## config.mk

```make
export PLATFORM = sky130hd
export DESIGN_NAME = range_burst_driver_flat
export DESIGN_NICKNAME = d
export VERILOG_FILES = /design/src/rtl/range_pkg.sv /design/src/rtl/range_burst_driver_if.sv /design/src/rtl/range_sample_fifo.sv /design/src/rtl/range_burst_driver.sv /design/src/flat_wrapper.sv
export SDC_FILE = /design/constraint.sdc
export NUM_CORES = 1
export LEC_CHECK = 0
export CAP_MARGIN = 10
export CORE_MARGIN = 1.5
export CORE_UTILIZATION = 35
export DETAILED_ROUTE_END_ITERATION = 7
export PLACE_DENSITY_LB_ADDON = 0.3
export SLEW_MARGIN = 15
export SYNTH_ARGS = -nofsm -noshare
export SYNTH_HDL_FRONTEND = slang
export SYNTH_SLANG_ARGS = --single-unit
```

## constraint.sdc

```tcl
create_clock -name clock -period 2.75 [get_ports clock]
set_input_delay 0.825 -clock clock [delete_from_list [all_inputs] [get_ports clock]]
set_output_delay 0.825 -clock clock [all_outputs]
set_load 0.005 [all_outputs]
```

## src/rtl/range_pkg.sv

```systemverilog
// range_pkg: shared burst FSM states and default sample width
package range_pkg;
    typedef enum logic [1:0] {IDLE, GO, STREAM, CAPTURE} state_t;
    localparam int RANGE_WIDTH = 16;
endpackage

```

## src/rtl/range_burst_driver_if.sv

```systemverilog
// range_burst_driver_if: producer and range finder signals of the burst driver
interface range_burst_driver_if #(
    parameter int WIDTH = 16,
    parameter int DEPTH = 8
);
    logic                     wr_en;
    logic [WIDTH-1:0]         wr_data;
    logic                     full;
    logic [$clog2(DEPTH):0]   count;
    logic                     overflow;
    logic                     start;
    logic                     busy;
    logic [WIDTH-1:0]         data_out;
    logic                     go;
    logic                     finish;
    logic [WIDTH-1:0]         range_in;
    logic [WIDTH-1:0]         result;
    logic                     done;
    modport master (
        input  wr_en, wr_data, start, range_in,
        output full, count, overflow, busy, data_out, go, finish, result, done
    );
    modport slave (
        output wr_en, wr_data, start, range_in,
        input  full, count, overflow, busy, data_out, go, finish, result, done
    );
endinterface

```

## src/rtl/range_sample_fifo.sv

```systemverilog
// range_sample_fifo: circular sample buffer with sticky overflow on writes while full
module range_sample_fifo #(
    parameter int WIDTH = 16,
    parameter int DEPTH = 8
) (
    input  logic                   clock,
    input  logic                   reset,
    input  logic                   push,
    input  logic [WIDTH-1:0]       push_data,
    input  logic                   pop,
    output logic [WIDTH-1:0]       head,
    output logic                   full,
    output logic                   empty,
    output logic [$clog2(DEPTH):0] count,
    output logic                   overflow
);
    localparam int AW = $clog2(DEPTH);
    logic [WIDTH-1:0] mem_q [DEPTH];
    logic [WIDTH-1:0] mem_d [DEPTH];
    logic [AW-1:0]    wr_ptr_q, wr_ptr_d, rd_ptr_q, rd_ptr_d;
    logic [AW:0]      count_q, count_d;
    logic             overflow_q, overflow_d;
    logic             do_push, do_pop;
    assign full     = count_q == (AW+1)'(DEPTH);
    assign empty    = count_q == '0;
    assign count    = count_q;
    assign overflow = overflow_q;
    assign head     = mem_q[rd_ptr_q];
    // a push while full is dropped even when a pop happens in the same cycle
    always_comb begin
        do_push    = push && !full;
        do_pop     = pop && !empty;
        mem_d      = mem_q;
        if (do_push) mem_d[wr_ptr_q] = push_data;
        wr_ptr_d   = wr_ptr_q + AW'(do_push);
        rd_ptr_d   = rd_ptr_q + AW'(do_pop);
        count_d    = count_q + (AW+1)'(do_push) - (AW+1)'(do_pop);
        overflow_d = overflow_q || (push && full);
    end
    // storage needs no reset; the pointers define what is valid
    always_ff @(posedge clock) mem_q <= mem_d;
    // pointer, occupancy and overflow registers
    always_ff @(posedge clock) begin
        if (reset) begin
            wr_ptr_q   <= '0;
            rd_ptr_q   <= '0;
            count_q    <= '0;
            overflow_q <= 1'b0;
        end else begin
            wr_ptr_q   <= wr_ptr_d;
            rd_ptr_q   <= rd_ptr_d;
            count_q    <= count_d;
            overflow_q <= overflow_d;
        end
    end
endmodule

```

## src/rtl/range_burst_driver.sv

```systemverilog
// range_burst_driver: plays a buffered burst to the range finder and captures its range
module range_burst_driver
    import range_pkg::*;
#(
    parameter int WIDTH = RANGE_WIDTH,
    parameter int DEPTH = 8
) (
    input logic                 clock,
    input logic                 reset,
    range_burst_driver_if.master bus
);
    localparam int CW = $clog2(DEPTH) + 1;
    state_t           state_q, state_d;
    logic [CW-1:0]    rem_q, rem_d;
    logic [WIDTH-1:0] data_q, data_d, result_q, result_d;
    logic             go_q, go_d, finish_q, finish_d, done_q, done_d;
    logic             pop, empty;
    logic [WIDTH-1:0] head;
    logic [CW-1:0]    count;
    range_sample_fifo #(.WIDTH(WIDTH), .DEPTH(DEPTH)) u_fifo (
        .clock     (clock),
        .reset     (reset),
        .push      (bus.wr_en),
        .push_data (bus.wr_data),
        .pop       (pop),
        .head      (head),
        .full      (bus.full),
        .empty     (empty),
        .count     (count),
        .overflow  (bus.overflow)
    );
    assign bus.count    = count;
    assign bus.busy     = state_q != IDLE;
    assign bus.data_out = data_q;
    assign bus.go       = go_q;
    assign bus.finish   = finish_q;
    assign bus.result   = result_q;
    assign bus.done     = done_q;
    // rem_q counts samples still to emit after the one on data_out; a single
    // sample burst re-drives s0 with finish so go and finish never coincide
    always_comb begin
        state_d  = state_q;
        rem_d    = rem_q;
        data_d   = data_q;
        result_d = result_q;
        go_d     = 1'b0;
        finish_d = 1'b0;
        done_d   = 1'b0;
        pop      = 1'b0;
        case (state_q)
            IDLE: if (bus.start && !empty) begin
                state_d = GO;
                go_d    = 1'b1;
                data_d  = head;
                pop     = 1'b1;
                rem_d   = count - CW'(1);
            end
            GO, STREAM: if (finish_q) begin
                state_d = CAPTURE;
            end else begin
                state_d  = STREAM;
                finish_d = rem_q <= CW'(1);
                if (rem_q != '0) begin
                    pop    = 1'b1;
                    data_d = head;
                    rem_d  = rem_q - CW'(1);
                end
            end
            CAPTURE: begin
                state_d  = IDLE;
                result_d = bus.range_in;
                done_d   = 1'b1;
            end
            default: state_d = IDLE;
        endcase
    end
    // FSM and output registers
    always_ff @(posedge clock) begin
        if (reset) begin
            state_q  <= IDLE;
            rem_q    <= '0;
            data_q   <= '0;
            result_q <= '0;
            go_q     <= 1'b0;
            finish_q <= 1'b0;
            done_q   <= 1'b0;
        end else begin
            state_q  <= state_d;
            rem_q    <= rem_d;
            data_q   <= data_d;
            result_q <= result_d;
            go_q     <= go_d;
            finish_q <= finish_d;
            done_q   <= done_d;
        end
    end
endmodule

```

## src/flat_wrapper.sv

```systemverilog
// flat-port wrapper written by rule: the top's interface ports become plain ports
module range_burst_driver_flat import range_pkg::*;
#(
    parameter int WIDTH = RANGE_WIDTH,
    parameter int DEPTH = 8
)
  (clock, reset, bus_wr_en, bus_wr_data, bus_start, bus_range_in, bus_full, bus_count, bus_overflow, bus_busy, bus_data_out, bus_go, bus_finish, bus_result, bus_done);
  range_burst_driver_if #(.WIDTH(WIDTH), .DEPTH(DEPTH)) bus_i ();
  input logic clock;
  input logic reset;
  input wire logic [$bits(bus_i.wr_en)-1:0] bus_wr_en;
  input wire logic [$bits(bus_i.wr_data)-1:0] bus_wr_data;
  input wire logic [$bits(bus_i.start)-1:0] bus_start;
  input wire logic [$bits(bus_i.range_in)-1:0] bus_range_in;
  output wire logic [$bits(bus_i.full)-1:0] bus_full;
  output wire logic [$bits(bus_i.count)-1:0] bus_count;
  output wire logic [$bits(bus_i.overflow)-1:0] bus_overflow;
  output wire logic [$bits(bus_i.busy)-1:0] bus_busy;
  output wire logic [$bits(bus_i.data_out)-1:0] bus_data_out;
  output wire logic [$bits(bus_i.go)-1:0] bus_go;
  output wire logic [$bits(bus_i.finish)-1:0] bus_finish;
  output wire logic [$bits(bus_i.result)-1:0] bus_result;
  output wire logic [$bits(bus_i.done)-1:0] bus_done;
  assign bus_i.wr_en = bus_wr_en;
  assign bus_i.wr_data = bus_wr_data;
  assign bus_i.start = bus_start;
  assign bus_i.range_in = bus_range_in;
  assign bus_full = bus_i.full;
  assign bus_count = bus_i.count;
  assign bus_overflow = bus_i.overflow;
  assign bus_busy = bus_i.busy;
  assign bus_data_out = bus_i.data_out;
  assign bus_go = bus_i.go;
  assign bus_finish = bus_i.finish;
  assign bus_result = bus_i.result;
  assign bus_done = bus_i.done;
  range_burst_driver #(.WIDTH(WIDTH), .DEPTH(DEPTH)) u_core (.clock(clock), .reset(reset), .bus(bus_i));
endmodule
```

==> metrics.md, run 1 <==
| Metric | Value |
|---|---|
| Global Route Usage Sum | `14.1%` |
| Peak per-stage delay on the critical path | `490 ps` |
| Max Fclk | `0.385 GHz` |
| Max-slew violation count | `0` |
| Total congestion overflow after global routing | `0` |
| Placement Rows | `52` |
| Synthesized instance count | `428` |
| Combinational family with the most area after synthesis | `multiplexers` |
| Leakage component of the power | `2.92 nW` |
| Fraction of layout instances using a drive strength above 1 | `17.9%` |
| Leading register cell type out of synthesis | `edfxtp_1` |
| Number of library cell types mapped by synthesis | `41` |
| Setup violation total in the final timing report | `0` |
| Cell with the most instances after synthesis | `edfxtp_1` |
| Standard cell with the maximum stage delay on the critical path | `clkdlybuf4s50_1` |
| WHS Path Cells | `2` |
| Worst Max-Slew Pin Slew | `680 ps` |
| RSZ-0062 raised after global routing | `false` |
| Pint | `0.00568 W` |
| Number of antenna cells inserted | `0` |
| Count of buffering cells on the critical path with inverters included | `3` |
| Largest area contributor in the synthesized netlist | `edfxtp_1` |
| Sink of the worst hold path | `u_core.bus.result[2]` |
| CTS max path bufs | `2` |
| Rel. slew slack | `54.6%` |
| #FFs+latches synth | `180` |
| Share of power burned in registers | `41.8%` |
| Count of final hold-check violations | `0` |
| CTS Root Cell | `clkbuf_16` |
| Arrival time worst endpoint | `1770 ps` |
| Path depth of the worst reg2reg path | `12` |
| Final cell utilization of the core | `44.3%` |
| Combinational share of power | `30.9%` |
| Clock transition time at the flip-flop clock pins of the worst setup and hold paths | `70 ps` |
| Switching share of total power | `30.5%` |
| Initial standard-cell utilization of the core | `35.6%` |
| Number of buffers inserted during clock tree synthesis | `17` |
| Routed Wire Length | `14.3 mm` |
| Die height | `146 µm` |
| Netlist area before placement | `7150 µm²` |
| Setup clock skew after layout | `9.22 ps` |
| CTS H-tree depth | `4` |
| Number of antenna violations at the first check in global routing | `0` |
| Per-cell via count in the routed design | `4.85` |
| Weighted congestion at the end of routability-driven global placement | `0.790` |
| Element type at the critical path end | `output pin` |
| Run status | `finished, final reports clean` |
| Sequence of cells on the critical path | `inv_2 -> ha_2 -> nand2_1 -> inv_1 -> clkdlybuf4s50_1` |
| Power density relative to cell area | `917 nW/µm²` |
| Largest vdd supply drop | `0.484 mV` |
| Core area | `20,100 µm²` |
| Sort of element at the start of the critical path | `register` |
| Async S/R FF share, synth | `0%` |
| Sequential area share after synthesis | `68.3%` |
| Switching pwr | `0.00250 W` |
| Period minus WS final | `2600 ps` |
| Number of max-capacitance violations reported | `0` |
| Number of flops mapped to enable cells by yosys | `128` |
| Count of nets after finishing | `576` |
| Chip Width | `146 µm` |
| Post-synthesis net count | `482` |
| Maximum number of pins on one net before global-route repair | `36` |
| Share of the cycle needed by the critical path after routing | `94.5%` |
| Layout overhead on the synthesized area | `24.7%` |
| Reg-to-reg setup timing slack | `240 ps` |
| Worst Path Required | `1930 ps` |
| Vias in the first global route | `4,084` |
| Drc violations | `0` |
| Count of buffers from port buffering | `77` |
| Total power of the final layout | `0.00818 W` |
| Endpoint of the worst-slack reg-to-reg timing path | `u_core.u_fifo.count[2]` |
| CTS tree | `built` |
| Latest clock arrival within the worst-skew pair | `420 ps` |
| Share of the synthesized area in the top cell type | `53.8%` |
| Critical path's top delay family | `buffers and inverters` |
| Detailed-routing iteration count for the pre-antenna-repair pass | `4` |
| Cell types with the largest area share after synthesis | `edfxtp_1 (54%), dfxtp_1 (15%), mux4_2 (10%)` |
| Simple-gate share of the synthesized area | `4.06%` |
| Routed len/inst | `17.7 µm` |
| Adder-Cell Fraction of Synth Area | `3.26%` |
| Total of hold buffers inserted after clock tree synthesis | `0` |
| Launch point of the worst hold path | `u_core.bus.result[2]` |
| Post-detailed-placement half-perimeter wirelength | `9.03 mm` |
| Power share of the clock group | `27.3%` |
| Area fraction in compound gates after synthesis | `5.60%` |
| Top cell types by occurrence after synthesis | `edfxtp_1 (128), dfxtp_1 (52), mux2i_1 (34), nor2_1 (34), mux4_2 (32)` |
| Critical path class | `reg -> out` |
| Largest fanout on the critical path | `5` |
| Min-Delay Path Class | `reg -> reg` |
| Wire length of the first global-routing pass | `22.5 mm` |
| Xor-xnor portion of the synthesized cell area | `0.735%` |
| Final-layout fill cell count | `1,754` |
| Number of nets with antenna violations after detailed routing | `0` |
| Num ports | `78` |
| Number of DRC markers in iteration 0 | `219` |
| Number of placed instances with taps included | `772` |
| Syn avg cell area | `16.7 µm²` |
| Full die area | `21,300 µm²` |
| Multiplexer area fraction after synthesis | `14.8%` |
| Clk sinks | `180` |
| R2R Path Start | `u_core.rem_q[0]` |
| Total vias in the final route | `3,907` |
| Post-route insts no fill | `805` |
| Total of warnings raised by yosys | `0` |
through the flow:
step                area, µm²  setup TNS, ps  worst slack [ps]  hold WS [ps]
global placement         8350           -105             -86.6           462
finish                   8910              0               152           494
floorplan                7150              0               144           460
global route             8910              0              32.2           513
detailed placement       8350           -399              -175           485
CTS                      8900              0              14.4           502
power groups by stage:
stage                     combinational (W)  clock, W  sequential [W]
after floorplan                     0.00174         0         0.00343
after global placement              0.00250         0         0.00346
after detailed placement            0.00255         0         0.00348
after CTS                           0.00256   0.00229         0.00342
after global routing                0.00283   0.00240         0.00346
final                               0.00253   0.00223         0.00342
cells in the final DEF, fill, tap and decap left out, types with 7 or more instances in the layout:
master	synthesis	final
a211oi_1	16	16
a21oi_1	23	23
buf_12	1	9
buf_4	2	11
clkbuf_16	0	17
clkdlybuf4s50_1	0	76
dfxtp_1	52	51
edfxtp_1	128	128
ha_1	17	15
inv_1	16	15
mux2i_1	34	34
mux4_2	32	32
nand2_1	7	7
nor2_1	34	34
tightest hold or removal path, delay by kind of cell (launching register included):
family,cells,cell delay (ps)
muxes,1,70
DFF,1,320
and+or+nand+nor,1,70
per-layer routing:
| layer | wire length, µm | vias up | GRT usage [%] |
|---|---|---|---|
| met5 | 0 | - | 0 |
| met4 | 75 | 0 | 4.59 |
| met3 | 763 | 6 | 3.54 |
| met2 | 7070 | 96 | 23.5 |
| met1 | 6370 | 1979 | 18.2 |
| li1 | - | 1826 | - |
final cells by class:
type / count / area, µm² / area share (%)
Clock inverter: 15 / 120 / 1.35
Multi-Input combinational cell: 210 / 2060 / 23.1
Sequential cell: 180 / 4890 / 54.8
Inverter: 16 / 60.1 / 0.674
Clock buffer: 17 / 425 / 4.77
Timing Repair Buffer: 97 / 1030 / 11.5
Tap cell: 270 / 338 / 3.79
kinds of logic (layout without fill, tap and decap cells):
group | after synthesis | count (layout)
adders and majority gates | 18 | 18
xor gates and xnor gates | 6 | 6
buffers and inverters | 38 | 145
AOI/OAI and AO/OA | 58 | 58
and+or+nand+nor | 62 | 62
DFF | 180 | 180
muxes | 66 | 66
how the worst max path moves through the flow:
stage,startpoint,end,cells after the start
after floorplan,bus_wr_en,u_core.u_fifo.mem_q[112],4
after global placement,bus_start,u_core.u_fifo.count[1],8
after detailed placement,bus_start,u_core.u_fifo.count[1],8
after CTS,u_core.u_fifo.count[1],bus_full,5
after global routing,u_core.rem_q[1],u_core.u_fifo.count[2],12
final,u_core.u_fifo.count[1],bus_full,5
sequential cells by signal, indices dropped and copies added (netlist names):
register	flops
u_core.bus.result	16
u_core.bus.finish	1
u_core.bus.go	1
u_core.bus.done	1
u_core.u_fifo.wr_ptr_q	3
u_core.bus.data_out	16
u_core.rem_q	4
u_core.u_fifo.rd_ptr_q	3
u_core.u_fifo.overflow	1
u_core.u_fifo.mem_q	128
u_core.u_fifo.count	4
u_core.state_q	2
what timing repair did:
| item | CTS | global route |
|---|---|---|
| endpoints found under the hold margin | 0 | 0 |
| buffers inserted | 0 | 1 |
| pin swaps | 0 | 0 |
| resized for setup | 1 | 3 |
| endpoints found under the setup margin | 1 | 4 |
No activity file was read; power rests on OpenSTA's default activity.
==> run 2: changes to the inputs <==
--- a/config.mk
+++ b/config.mk
@@ -5,6 +5,7 @@
 export SDC_FILE = /design/constraint.sdc
 export NUM_CORES = 1
 export LEC_CHECK = 0
+export ABC_AREA = 1
 export CAP_MARGIN = 10
 export CORE_MARGIN = 1.5
 export CORE_UTILIZATION = 35
==> run 2 against run 1 <==
Effect of this change:
- wire length grew 20%
- critical endpoint unchanged
- total power increased by 4.7%
- largest power group unchanged
- worst setup slack gained 6.3 ps
- utilization fell by 0.89 points
==> metrics.md, run 2 <==
| Metric | Value |
|---|---|
| Die height | `152 µm` |
| Netlist area before placement | `7800 µm²` |
| Total vias in the final route | `5,394` |
| Core area | `21,800 µm²` |
| Minimum hold slack | `463 ps` |
| Cell with the most instances after synthesis | `nand2_1` |
| Sequential area share after synthesis | `62.6%` |
| Largest fanout on the critical path | `5` |
| Final-layout fill cell count | `2,160` |
| Vias in the first global route | `5,254` |
| Global Route Usage Sum | `15.4%` |
| Num ports | `78` |
| Setup violation total in the final timing report | `0` |
| Leakage component of the power | `4.05 nW` |
| Clock transition time at the flip-flop clock pins of the worst setup and hold paths | `70 ps` |
| Drc violations | `0` |
| Detailed-routing iteration count for the pre-antenna-repair pass | `5` |
| Sequence of cells on the critical path | `inv_2 -> ha_2 -> nand2_1 -> inv_1 -> clkdlybuf4s50_1` |
| Layout overhead on the synthesized area | `21.5%` |
| Summed negative setup slack over all endpoints | `0 ps` |
| Leading register cell type out of synthesis | `edfxtp_1` |
| Number of max-capacitance violations reported | `0` |
| Routed len/inst | `14.4 µm` |
| Number of nets with antenna violations after detailed routing | `0` |
| Period minus WS final | `2590 ps` |
| Standard cell with the maximum stage delay on the critical path | `clkdlybuf4s50_1` |
| Share of the synthesized area in the top cell type | `49.3%` |
| Clk sinks | `180` |
| CTS Root Cell | `clkbuf_16` |
| Total of warnings raised by yosys | `0` |
| Worst Path Required | `1930 ps` |
| Share of the cycle needed by the critical path after routing | `94.2%` |
| Number of flops mapped to enable cells by yosys | `128` |
| Peak per-stage delay on the critical path | `500 ps` |
| Number of antenna cells inserted | `0` |
| Total congestion overflow after global routing | `0` |
| Count of nets after finishing | `951` |
| Fraction of layout instances using a drive strength above 1 | `8.35%` |
| Routed Wire Length | `17.2 mm` |
| Critical path class | `reg -> out` |
| Number of flip-flops in the largest register | `128` |
| Path depth of the worst reg2reg path | `11` |
| Chip Width | `152 µm` |
| Total of hold buffers inserted after clock tree synthesis | `0` |
| Weighted congestion at the end of routability-driven global placement | `0.747` |
| Number of buffers inserted during clock tree synthesis | `17` |
| RSZ-0062 raised after global routing | `false` |
| Cell types with the largest area share after synthesis | `edfxtp_1 (49%), dfxtp_1 (13%), nand2_1 (8.3%)` |
| Post-route setup slack | `158 ps` |
| Full die area | `23,200 µm²` |
| Count of final hold-check violations | `0` |
| CTS tree | `built` |
| Sort of element at the start of the critical path | `register` |
| CTS max path bufs | `2` |
| CTS H-tree depth | `4` |
| Arrival time worst endpoint | `1770 ps` |
| Async S/R FF share, synth | `0%` |
| Largest area contributor in the synthesized netlist | `edfxtp_1` |
| Worst Max-Slew Pin Slew | `699 ps` |
| Initial standard-cell utilization of the core | `35.8%` |
| Synthesized instance count | `806` |
| Element type at the critical path end | `output pin` |
| Min-Delay Path Class | `reg -> reg` |
| Latest clock arrival within the worst-skew pair | `440 ps` |
| WHS Path Cells | `2` |
| #FFs+latches synth | `180` |
| Wire length of the first global-routing pass | `27.6 mm` |
| Total power of the final layout | `0.00856 W` |
| Post-synthesis net count | `860` |
| Top reg by flops | `u_core.u_fifo.mem_q` |
| Post-detailed-placement half-perimeter wirelength | `11.1 mm` |
| Power density relative to cell area | `902 nW/µm²` |
| Rel. slew slack | `53.4%` |
| Number of library cell types mapped by synthesis | `27` |
| Post-CTS setup repair buffer count | `0` |
| Most frequent cells in the layout | `nand2_1 (172), inv_1 (158), edfxtp_1 (128)` |
| Top cell types by occurrence after synthesis | `nand2_1 (172), inv_1 (159), edfxtp_1 (128), nand3_1 (116), nor2_1 (59)` |
| Number of DRC markers in iteration 0 | `319` |
| Maximum number of pins on one net before global-route repair | `66` |
| Place WS | `-171 ps` |
| Commonest non-fill, non-tap cell in the layout | `nand2_1` |
| Count of buffers from port buffering | `77` |
| Max Fclk | `0.386 GHz` |
| Syn avg cell area | `9.68 µm²` |
| Per-cell via count in the routed design | `4.53` |
| Max-slew violation count | `0` |
| Placement Rows | `54` |
| Number of antenna violations at the first check in global routing | `0` |
| Setup clock skew after layout | `19.0 ps` |
| Largest vdd supply drop | `0.503 mV` |
| Run status | `finished, final reports clean` |
## run 2: changes by cell type after synthesis, moves of 18 or more
cell,before,now
nand2_1,7,172
inv_1,16,159
nand3_1,1,116
mux2i_1,34,1
mux4_2,32,0
nor2_1,34,59
o21ai_0,5,23
## run 2: cells by family after synthesis
family          synth area share [%]
fa+ha+maj                       2.98
simple gates                    19.8
buf+inv                         11.0
compound gates                  3.08
mux                            0.128
flops                           62.6
xor+xnor                       0.449
## run 2: area by class of cell
class | instances | area, µm² | area share (%)
clock buffer | 17 | 425 | 4.49
clock inverter | 15 | 124 | 1.31
inverter | 161 | 607 | 6.40
multi-input combinational | 429 | 2060 | 21.7
sequential | 180 | 4890 | 51.5
tap | 280 | 350 | 3.69
timing repair buffer | 108 | 1030 | 10.8
## run 2: final timing paths
kind                            slack (ps)                   start                     end
worst min-delay path                   460  u_core.u_fifo.overflow  u_core.u_fifo.overflow
worst max-delay path                   160  u_core.u_fifo.count[1]                bus_full
worst min register to register         460  u_core.u_fifo.overflow  u_core.u_fifo.overflow
worst max register to register         380  u_core.u_fifo.count[2]  u_core.u_fifo.count[1]
## run 2: through the flow
stage                     std cells  instance area [µm²]  utilization, %
after floorplan                 806                 7800               -
after global placement         1158                 8930            40.9
after detailed placement       1158                 8930            40.9
after CTS                      1190                 9480            43.5
after global routing           1190                 9480            43.5
final                          1190                 9480            43.5
## run 2: power by group
| group | switching [W] | internal, W | leakage, nW | total [W] |
|---|---|---|---|---|
| Combinational | 0.00165 | 0.00120 | 2.20 | 0.00285 |
| Sequential | 0.000179 | 0.00327 | 1.59 | 0.00345 |
| Clock | 0.00108 | 0.00118 | 0.262 | 0.00226 |
| Total | 0.00291 | 0.00565 | 4.05 | 0.00856 |
## run 2: critical path, delay by kind of cell, from the launching register on
kind | cells | cell delay (ps)
buffers and inverters | 3 | 690
DFF | 1 | 330
adders and majority gates | 1 | 220
and+or+nand+nor | 1 | 90
## run 2: what timing repair did
item                                   CTS  global route
endpoints found under the hold margin    0             0
cloned                                   0             0
setup endpoints to repair                1             1
gates resized for setup                  1             1
## run 2: metal layers
| layer | track usage [%] | vias to the layer above | routed length [µm] |
|---|---|---|---|
| met5 | 0 | - | 0 |
| met4 | 4.99 | 0 | 144 |
| met3 | 3.10 | 7 | 975 |
| met2 | 25.6 | 118 | 8240 |
| met1 | 20.1 | 2522 | 7800 |
| li1 | - | 2747 | - |
==> run 3: changes to the inputs <==
--- a/config.mk
+++ b/config.mk
@@ -8,7 +8,7 @@
 export ABC_AREA = 1
 export CAP_MARGIN = 10
 export CORE_MARGIN = 1.5
-export CORE_UTILIZATION = 35
+export CORE_UTILIZATION = 57
 export DETAILED_ROUTE_END_ITERATION = 7
 export PLACE_DENSITY_LB_ADDON = 0.3
 export SLEW_MARGIN = 15
==> constraint.sdc (replaced) <==
create_clock -name clock -period 2.75 [get_ports clock]
set_input_delay 0.275 -clock clock [delete_from_list [all_inputs] [get_ports clock]]
set_output_delay 0.275 -clock clock [all_outputs]
set_load 0.005 [all_outputs]
==> run 3 against run 2 <==
Effect of this change:
- flip-flop and latch count unchanged
- hold slack worse by 28 ps
- via count is 4.0% higher
- first-iteration DRC count grew 39%
- sequential share of layout area rose by 1.3 points
- die area down 38%
- worst setup slack better by 69 ps
- global-route usage up 9.1 points
- wire length fell by 2.8%
- utilization up 26 points
- clock-buffer cell count unchanged
- critical path type is now reg -> reg
- largest cell class unchanged
==> metrics.md, run 3 (synthesis gave the netlist of run 2 again) <==
| Metric | Value |
|---|---|
| Setup violation total in the final timing report | `0` |
| Clock transition time at the flip-flop clock pins of the worst setup and hold paths | `60 ps` |
| Number of antenna cells inserted | `0` |
| Summed negative setup slack over all endpoints | `0 ps` |
| Critical path's top delay family | `adder cells` |
| Fraction of layout instances using a drive strength above 1 | `6.99%` |
| Power density relative to cell area | `906 nW/µm²` |
| Commonest non-fill, non-tap cell in the layout | `nand2_1` |
| Count of buffering cells on the critical path with inverters included | `3` |
| Setup clock skew after layout | `9.02 ps` |
| Global Route Usage Sum | `24.5%` |
| Rel. slew slack | `24.5%` |
| Number of max-capacitance violations reported | `0` |
| Number of buffers inserted during clock tree synthesis | `17` |
| Leakage component of the power | `4.01 nW` |
| Place WS | `254 ps` |
| Period minus WS final | `2520 ps` |
| Run status | `finished, final reports clean` |
| Number of flip-flops in the largest register | `128` |
| Reg-to-reg setup timing slack | `230 ps` |
| Wire length of the first global-routing pass | `26.8 mm` |
| Largest fanout on the critical path | `11` |
| Detailed-routing iteration count for the pre-antenna-repair pass | `5` |
| Routed len/inst | `15.5 µm` |
| Peak per-stage delay on the critical path | `480 ps` |
| Worst Max-Slew Pin Slew | `1130 ps` |
| Vias in the first global route | `5,529` |
| Top reg by flops | `u_core.u_fifo.mem_q` |
| Latest clock arrival within the worst-skew pair | `430 ps` |
| Total congestion overflow after global routing | `0` |
| Chip Width | `120 µm` |
| Total vias in the final route | `5,612` |
| Routed Wire Length | `16.7 mm` |
| Per-cell via count in the routed design | `5.21` |
| CTS tree | `built` |
| Most frequent cells in the layout | `nand2_1 (172), inv_1 (158), edfxtp_1 (128)` |
| Sort of element at the start of the critical path | `register` |
| Count of nets after finishing | `942` |
| Share of the cycle needed by the critical path after routing | `91.7%` |
| Die height | `120 µm` |
| CTS H-tree depth | `4` |
| Post-route setup slack | `227 ps` |
| Arrival time worst endpoint | `2820 ps` |
| Placement Rows | `42` |
| Worst Path Required | `3050 ps` |
| Layout overhead on the synthesized area | `18.5%` |
| Standard cell with the maximum stage delay on the critical path | `ha_1` |
| Final cell utilization of the core | `69.6%` |
| Max Fclk | `0.396 GHz` |
| Maximum number of pins on one net before global-route repair | `65` |
| Count of final hold-check violations | `0` |
| CTS Root Cell | `clkbuf_16` |
| Critical path class | `reg -> reg` |
| RSZ-0062 raised after global routing | `false` |
| Num ports | `78` |
| Clk sinks | `180` |
| CTS max path bufs | `2` |
| Post-CTS setup repair buffer count | `0` |
| Drc violations | `0` |
| Largest vdd supply drop | `0.587 mV` |
| Max-slew violation count | `0` |
| Core area | `13,300 µm²` |
| Number of antenna violations at the first check in global routing | `0` |
| Number of nets with antenna violations after detailed routing | `0` |
| Post-detailed-placement half-perimeter wirelength | `10.2 mm` |
| Min-Delay Path Class | `in -> reg` |
| Post-cts resize count | `0` |
| Sequence of cells on the critical path | `inv_1 -> ha_1 -> nand4_1 -> a21oi_1 -> ha_1 -> inv_1 -> ha_1 -> fa_1 -> inv_1 -> nor2_1` |
| Total of hold buffers inserted after clock tree synthesis | `0` |
| Number of DRC markers in iteration 0 | `445` |
| Count of buffers from port buffering | `77` |
| Element type at the critical path end | `register` |
| Weighted congestion at the end of routability-driven global placement | `0.840` |
| Initial standard-cell utilization of the core | `58.7%` |
| Full die area | `14,400 µm²` |
[run 3: cell count changes in the layout (fill, tap and decap cells not counted)]
cell,before,now
bufinv_16,0,1
ha_2,1,0
inv_2,2,1
clkinv_8,1,0
inv_6,7,2
clkinv_2,1,6
clkinvlp_4,2,1
buf_12,2,0
buf_4,29,22
clkinv_1,1,4
ha_1,16,17
clkinvlp_2,1,0
[run 3: final cells by class]
class,count,area [µm²]
well taps,176,220
clock inverters,15,114
inverters,161,607
clock buffers,17,425
repair buffers,99,936
flip-flops and latches,180,4890
multi-input cells,429,2060
fillers,926,4050
[run 3: final timing paths]
path / cells after the start / end / start
worst max-delay path: 10 / u_core.u_fifo.count[1] / u_core.state_q[0]
worst min-delay path: 3 / u_core.bus.result[13] / bus_range_in[13]
worst max register to register: 10 / u_core.u_fifo.count[1] / u_core.state_q[0]
worst min register to register: 2 / u_core.u_fifo.overflow / u_core.u_fifo.overflow
[run 3: power by group]
group          switching (W)  internal, W
clock network       0.000990      0.00123
logic                0.00162      0.00108
registers           0.000177      0.00327
[run 3: tightest hold or removal path, stage by stage]
cell and delay (ps):
clkdlybuf4s50_1 400, nor2_1 100, nor2_1 50
[run 3: metrics by stage]
step                cells  hold WS [ps]  power (W)  instance area (µm²)
floorplan             806           374    0.00533                 7800
global placement     1045           439    0.00609                 8710
detailed placement   1045           444    0.00620                 8710
CTS                  1077           425    0.00843                 9250
global route         1077           448    0.00887                 9250
finish               1077           435    0.00838                 9250
[run 3: routing by layer]
metal / part of all wire, % / track usage, % / vias up / wire (µm)
met5: 0 / 0 / - / 0
met4: 1.9 / 9.97 / 0 / 319
met3: 6.5 / 4.94 / 26 / 1080
met2: 51 / 43.2 / 223 / 8490
met1: 41 / 29.3 / 2639 / 6790
li1: - / - / 2724 / -
